==> config.mk <==
export PLATFORM = sky130hd
export DESIGN_NAME = seq_pattern_gen
export DESIGN_NICKNAME = d
export VERILOG_FILES = /design/src/rtl/seq_pattern_gen.sv
export SDC_FILE = /design/constraint.sdc
export NUM_CORES = 1
export LEC_CHECK = 0
export CORE_UTILIZATION = 50
export CTS_CLUSTER_DIAMETER = 40
export DETAILED_ROUTE_END_ITERATION = 8
export PLACE_DENSITY = 0.84
export SYNTH_ARGS = -nofsm -noshare
export SYNTH_HDL_FRONTEND = slang
export SYNTH_SLANG_ARGS = --single-unit
export TNS_END_PERCENT = 10
==> constraint.sdc <==
create_clock -name clk -period 2.35 [get_ports clk]
set_input_delay 0.5875 -clock clk [delete_from_list [all_inputs] [get_ports clk]]
set_output_delay 0.5875 -clock clk [all_outputs]
set_load 0.01 [all_outputs]
==> src/rtl/seq_pattern_gen.sv <==
// Serial bit-pattern transmitter: sends a captured pattern MSB-first, repeated, with optional idle gaps.
// Optional macro SEQ_PATTERN_GEN_LFSR_EN fills gap cycles with an LFSR sequence instead of zeros.
module seq_pattern_gen #(
  parameter int PAT_W = 4,
  parameter int CNT_W = 8
) (
  input  logic             clk,
  input  logic             rst_n,
  input  logic             start,
  input  logic [PAT_W-1:0] pattern,
  input  logic [CNT_W-1:0] rep_cnt,
  input  logic [CNT_W-1:0] gap_len,
  input  logic             abort,
  output logic             out_bit,
  output logic             out_valid,
  output logic             exp_det,
  output logic             busy,
  output logic             done
);

  localparam int IDX_W = (PAT_W > 1) ? $clog2(PAT_W) : 1;
  localparam logic [IDX_W-1:0] IDX_LAST = IDX_W'(PAT_W - 1);
  localparam logic [CNT_W-1:0] CNT_ONE  = CNT_W'(1);

  typedef enum logic [1:0] {
    S_IDLE,
    S_SEND,
    S_GAP,
    S_DONE
  } state_t;

  state_t           r_state,     w_state_next;
  logic [PAT_W-1:0] r_pat,       w_pat_next;
  logic [IDX_W-1:0] r_bit_idx,   w_bit_idx_next;
  logic [CNT_W-1:0] r_reps_left, w_reps_left_next;
  logic [CNT_W-1:0] r_gap_len,   w_gap_len_next;
  logic [CNT_W-1:0] r_gap_ctr,   w_gap_ctr_next;
  logic             w_fill;

  always_ff @(posedge clk or negedge rst_n) begin
    if (!rst_n) begin
      r_state     <= S_IDLE;
      r_pat       <= '0;
      r_bit_idx   <= '0;
      r_reps_left <= '0;
      r_gap_len   <= '0;
      r_gap_ctr   <= '0;
    end else begin
      r_state     <= w_state_next;
      r_pat       <= w_pat_next;
      r_bit_idx   <= w_bit_idx_next;
      r_reps_left <= w_reps_left_next;
      r_gap_len   <= w_gap_len_next;
      r_gap_ctr   <= w_gap_ctr_next;
    end
  end

  always_comb begin
    w_state_next     = r_state;
    w_pat_next       = r_pat;
    w_bit_idx_next   = r_bit_idx;
    w_reps_left_next = r_reps_left;
    w_gap_len_next   = r_gap_len;
    w_gap_ctr_next   = r_gap_ctr;

    case (r_state)
      S_IDLE: begin
        if (start && !abort) begin
          w_pat_next       = pattern;
          w_gap_len_next   = gap_len;
          w_reps_left_next = (rep_cnt == '0) ? CNT_ONE : rep_cnt;
          w_bit_idx_next   = IDX_LAST;
          w_state_next     = S_SEND;
        end
      end

      S_SEND: begin
        if (r_bit_idx == '0) begin
          if (r_reps_left == CNT_ONE) begin
            w_state_next = S_DONE;
          end else if (r_gap_len == '0) begin
            // Back-to-back repetition: reload without leaving SEND.
            w_reps_left_next = r_reps_left - CNT_ONE;
            w_bit_idx_next   = IDX_LAST;
          end else begin
            w_reps_left_next = r_reps_left - CNT_ONE;
            w_gap_ctr_next   = r_gap_len;
            w_state_next     = S_GAP;
          end
        end else begin
          w_bit_idx_next = r_bit_idx - 1'b1;
        end
      end

      S_GAP: begin
        w_gap_ctr_next = r_gap_ctr - CNT_ONE;
        if (r_gap_ctr == CNT_ONE) begin
          w_bit_idx_next = IDX_LAST;
          w_state_next   = S_SEND;
        end
      end

      S_DONE: begin
        w_state_next = S_IDLE;
      end

      default: begin
        w_state_next = S_IDLE;
      end
    endcase

    // Abort from any active state drops the transmission without a done pulse.
    if (abort && (r_state != S_IDLE)) begin
      w_state_next     = S_IDLE;
      w_bit_idx_next   = '0;
      w_reps_left_next = '0;
      w_gap_ctr_next   = '0;
      w_gap_len_next   = '0;
      w_pat_next       = '0;
    end
  end

`ifdef SEQ_PATTERN_GEN_LFSR_EN
  logic [7:0] r_lfsr;
  logic       w_lfsr_fb;

  // Taps for x^8 + x^6 + x^5 + x^4 + 1; advances only while a gap is on the line.
  assign w_lfsr_fb = r_lfsr[7] ^ r_lfsr[5] ^ r_lfsr[4] ^ r_lfsr[3];

  always_ff @(posedge clk or negedge rst_n) begin
    if (!rst_n) begin
      r_lfsr <= 8'hA5;
    end else if (r_state == S_GAP) begin
      r_lfsr <= {r_lfsr[6:0], w_lfsr_fb};
    end
  end

  assign w_fill = r_lfsr[0];
`else
  assign w_fill = 1'b0;
`endif

  // All outputs decode registered state only.
  assign out_valid = (r_state == S_SEND);
  assign exp_det   = (r_state == S_SEND) && (r_bit_idx == '0);
  assign busy      = (r_state != S_IDLE);
  assign done      = (r_state == S_DONE);
  assign out_bit   = (r_state == S_SEND) ? r_pat[r_bit_idx] :
                     (r_state == S_GAP)  ? w_fill : 1'b0;

endmodule

; ---- Word level (Yosys, flattened, before mapping)
; Cells that the tools add are included.
[word_totals]
regBits = 32
inputBits = 24
output_inout_bits = 5
elab_cells = 76
[classes]
addsub = 3
magnitude_cmp = 1
eq_ne = 13
n_mux = 34
reduce_logical = 19
[ops]
columns = cell, n
row1 = two-way mux 8 bit, 12
row2 = case mux 8 bit (2 select lines), 2
row3 = two-way mux 2 bit, 12
row4 = "equality test 8 x 1 -> 1 bit, second input constant", 2
row5 = zero test 8 bit, 2
row6 = "subtractor 8 x 1 -> 8 bit, second input constant", 2
row7 = two-way mux 4 bit, 3
row8 = AND reduction 4 bit, 3
row9 = "!= test 4 x 3 -> 1 bit, second input constant", 2
row10 = case mux 2 bit (4 select lines), 1
row11 = "!= test 3 x 2 -> 1 bit, second input constant", 2
row12 = "!= test 3 bit, second input constant", 2
row13 = case mux 2 bit (3 select lines), 1
row14 = nonzero test 2 bit, 3
row15 = nonzero test 3 bit, 2
row16 = AND reduction 5 bit, 1
row17 = "equality test 2 bit, second input constant", 2
row18 = zero test 2 bit, 2
row19 = "!= test 4 x 2 -> 1 bit, second input constant", 1
row20 = nonzero test 4 bit, 1
row21 = logical AND 1 bit, 3
row22 = "< comparator 2 x 3 -> 1 bit, second input constant", 1
row23 = "!= test 3 x 1 -> 1 bit, second input constant", 1
row24 = binary-select mux 1 bit (select 2 bit), 1
row25 = 5 further kinds, 6

; ---- Depth between registers and ports, before layout
[depth]
ltp_word = 6
ltp_mapped = 8
depth_no_buf = 7

; ---- Least setup slack after synthesis
; OpenSTA, ideal clock, no wires.
[synth_path]
kind = register to output
startpoint = register r_state[1]
endpoint = output port out_bit
arrival_ns = 1.073
required_ns = 1.762
path_slack_ns = 0.689
stages_incl_launch_ff = 5
path_buffers = 1
cell_sequence = dfrtp_1 > nand2b_1 > buf_2 > inv_2 > and2_1
[synth_between]
elab_chain_cells = 2
[synth_rtl]
columns = element, line
row1 = "start, declared", 32  ; state_t r_state, w_state_next;
row2 = "start signal, assigned", 49  ; r_state <= w_state_next;
row3 = equality test 2 x 1 -> 1 bit, --
row4 = net out_valid, 15  ; output logic out_valid,
row5 = two-way mux 1 bit, 148  ; assign out_bit = (r_state == S_SEND) ? r_pat[r_bit_idx] :
row6 = "end, declared", 14  ; output logic out_bit,
; The timed path passes the listed nets, and every way through them passes these cells.

; ---- Final worst setup path
[layout_path]
startpoint = register r_state[1]
endpoint = output port out_valid
[layout_between]
elab_chain_cells = 1
[layout_rtl]
columns = element, line
row1 = equality test 2 x 1 -> 1 bit, 144  ; assign out_valid = (r_state == S_SEND);
row2 = "end, declared", 15
; No other way between the ends.

==> results.yml <==
sta:
  setup_viol_count_final: 0
  period_needed_ns: 2.24
  drv_slew: 0
  slew_headroom_pct: 65.4
  fmax_mhz: 446
  grt_setup_unrepaired: "false"
  hold_viol: 0
  worst_pin_slew_ns: 0.514
  skew_ns: 0.00963
  timing.setup.tns_ns: 0
  min_period_over_period_pct: 95.4
clock_network:
  root_buffer: "clkbuf_8"
  cts_tree: "built"
  cts_made_buffers: 5
  clockBufferDepth: 2
  path_clk_slew_ns: 0.06
  post-cts-setup-buffer-count: 0
  ctsResizeCount: 2
  clock_sinks: 32
  clkLatencyLatePin_ns: 0.29
  cts_hold_buffers: 0
  h-tree-depth: 2
die:
  core_area_sq_um: 3690
  num_io_pins: 29
  die_area_sq_um: 4120
  die_x_um: 64.2
  start_util_pct: 52.5
  die_height_um: 64.2
  rows: 22
logic_synthesis:
  ys_seq_elements: 32
  synthesis.area_sq_um: 1940
  synth-edff-count: 0
  netlist_instances: 206
  avgSynthCellArea_sq_um: 9.40
  yosys_warnings: 0
  syn_nets: 235
  synthFlopType: "dfrtp_1"
  yosysUniqueCellTypes: 51
  synth-async-reset-ratio_pct: 100
  synth.yosys.seq_area_share_pct: 41.4
critical_path:
  crit_family: "buffers and inverters"
  critPathRequiredTime_ns: 1.76
  worst-r2r-setup-slack_ns: 0.43
  end_kind: "output port"
  cp-start-kind: "flip-flop"
  ff2ff_path_depth: 5
  path_max_fanout: 10
  crit_cells: 3
  crit_chain: "nand2b_1, inv_2, clkdlybuf4s50_1"
  r2r_end: "r_bit_idx[1]"
  path_class: "reg -> out"
  path_buf_inv: 2
  r2r-start: "r_gap_len[6]"
  arrival_ns: 1.65
  slowest_stage: "clkdlybuf4s50_1"
  worst_path_largest_cell_delay_ns: 0.56
cells_and_area:
  final_cells: 289
  fillers: 324
  multi_input_area_sq_um: 1030
  diodes: 0
  nNetsFinal: 269
  syn_to_final_growth_pct: 22.8
  fin_area_sq_um: 2380
  seq_area_sq_um: 801
  drive_gt1_share_pct: 14.5
place:
  place_area_sq_um: 2270
  dp_hpwl_um: 3200
  gp_congestion: 0.920
  portBuffers: 28
  placed_cells: 281
route:
  drc: 0
  ant_nets: 0
  drtIter0Drc: 96
  vias_per_cell: 6.03
  wl_per_cell_um: 15.4
  num_vias: 1744
  drtPass1Iterations: 5
  wl_um: 4460
global_route:
  grt_pass1_wl_um: 7630
  grt_pass1_vias: 1639
  grt_max_degree: 33
  antenna_found_initial: 0
  overflow: 0
  grtUsageTotal_pct: 24.2
power:
  power_density_nw_per_um2: 960
  leakagePower_nw: 1.05
  irDropWorstVdd_mv: 0.632
outcome:
  outcome: "complete, no violations"
worst_hold_path:
  hold_class: "reg -> reg"
  whs_path_depth: 1
  worstHoldEndpoint: "r_pat[3]"
  hp-start: "r_pat[3]"
job:
  max_cap_viol_count: 0
metrics by stage:
step,hold WS [ns],utilization (%),setup slack [ns],total power [W]
finish,0.495,64.5,0.109,0.00228
global route,0.519,64.5,0.0551,0.00244
CTS,0.500,64.5,0.115,0.00227
detailed placement,0.479,61.5,0.126,0.00174
global placement,0.479,61.5,0.216,0.00171
floorplan,0.292,-,0.689,0.00149
power breakdown:
part           internal, W  leakage (nW)  total [W]  switching, W
Clock             0.000313        0.0541   0.000527      0.000214
Combinational     0.000396         0.580   0.000863      0.000468
Sequential        0.000710         0.413   0.000892      0.000181
cells by family (layout without fill, tap and decap cells):
group,Yosys count,after routing,share of synthesized area [%]
AOI/OAI and AO/OA,69,69,23.9
adders and majority gates,5,5,3.23
buffers and inverters,19,54,5.24
DFF,32,32,41.4
muxes,5,5,3.23
and+or+nand+nor,76,76,23.1
sequential cells by signal, indices dropped and copies added, names as in the netlist:
register and count:
r_reps_left 8, r_bit_idx 2, r_state 2, r_gap_ctr 8, r_pat 4, r_gap_len 8
cell usage after synthesis (2+ instances only):
master	instances	area [sq um]
a21oi_1	19	95.1
a22o_1	12	105
a22oi_1	2	15.0
a32oi_1	2	17.5
and2_1	4	25.0
and3_1	2	12.5
and3_2	3	22.5
buf_2	2	10.0
clkbuf_1	2	7.51
clkbuf_8	2	27.5
dfrtp_1	32	801
ha_1	5	62.6
inv_1	10	37.5
mux2i_1	4	40.0
nand2_1	11	41.3
nand2b_1	4	25.0
nand3_1	2	10.0
nand4_1	3	18.8
nor2_1	22	82.6
nor2_2	2	12.5
nor3_1	4	20.0
nor3b_1	3	22.5
nor4_1	3	18.8
o211ai_1	3	22.5
o21ai_0	21	105
o22ai_1	2	12.5
worst max path at each step:
| stage | from | end | slack, ns |
|---|---|---|---|
| CTS | r_state[1] | out_valid | 0.11 |
| finish | r_state[1] | out_valid | 0.11 |
| detailed placement | start | r_reps_left[4] | 0.13 |
| global route | r_state[1] | out_valid | 0.06 |
| global placement | start | r_reps_left[5] | 0.22 |
| floorplan | r_state[1] | out_bit | 0.69 |
routing by layer:
metal  track usage (%)  wire (um)  vias to the layer above
met3              5.00        279                       16
met2              35.0       1930                       72
met5                 0          0                        -
li1                  -          -                      822
met4              9.44         94                        0
met1              35.4       2160                      834
cell usage in the layout (no fill, tap or decap), drive strengths merged, types with 2 or more instances in the layout:
master	instances
o21ai	21
clkdlybuf4s50	26
o211ai	3
a32oi	2
and3	6
nor2	25
buf	7
nand3	3
nor3	5
nor3b	3
ha	5
dlygate4sd2	2
mux2i	4
a22o	12
nand2	11
or4	2
o22ai	2
nand4	3
a22oi	2
or2	2
inv	11
nor4	4
dfrtp	32
clkbuf	5
and2	4
nand2b	5
a21oi	20
layout make-up:
cell class | instances | area share (%)
Timing Repair Buffer | 35 | 13.9
Clock inverter | 3 | 1.79
Inverter | 11 | 1.74
Tap cell | 48 | 2.53
Clock buffer | 5 | 2.89
Sequential cell | 32 | 33.7
Multi-Input combinational cell | 155 | 43.5
Note: power is estimated with default switching activity, not from simulation.
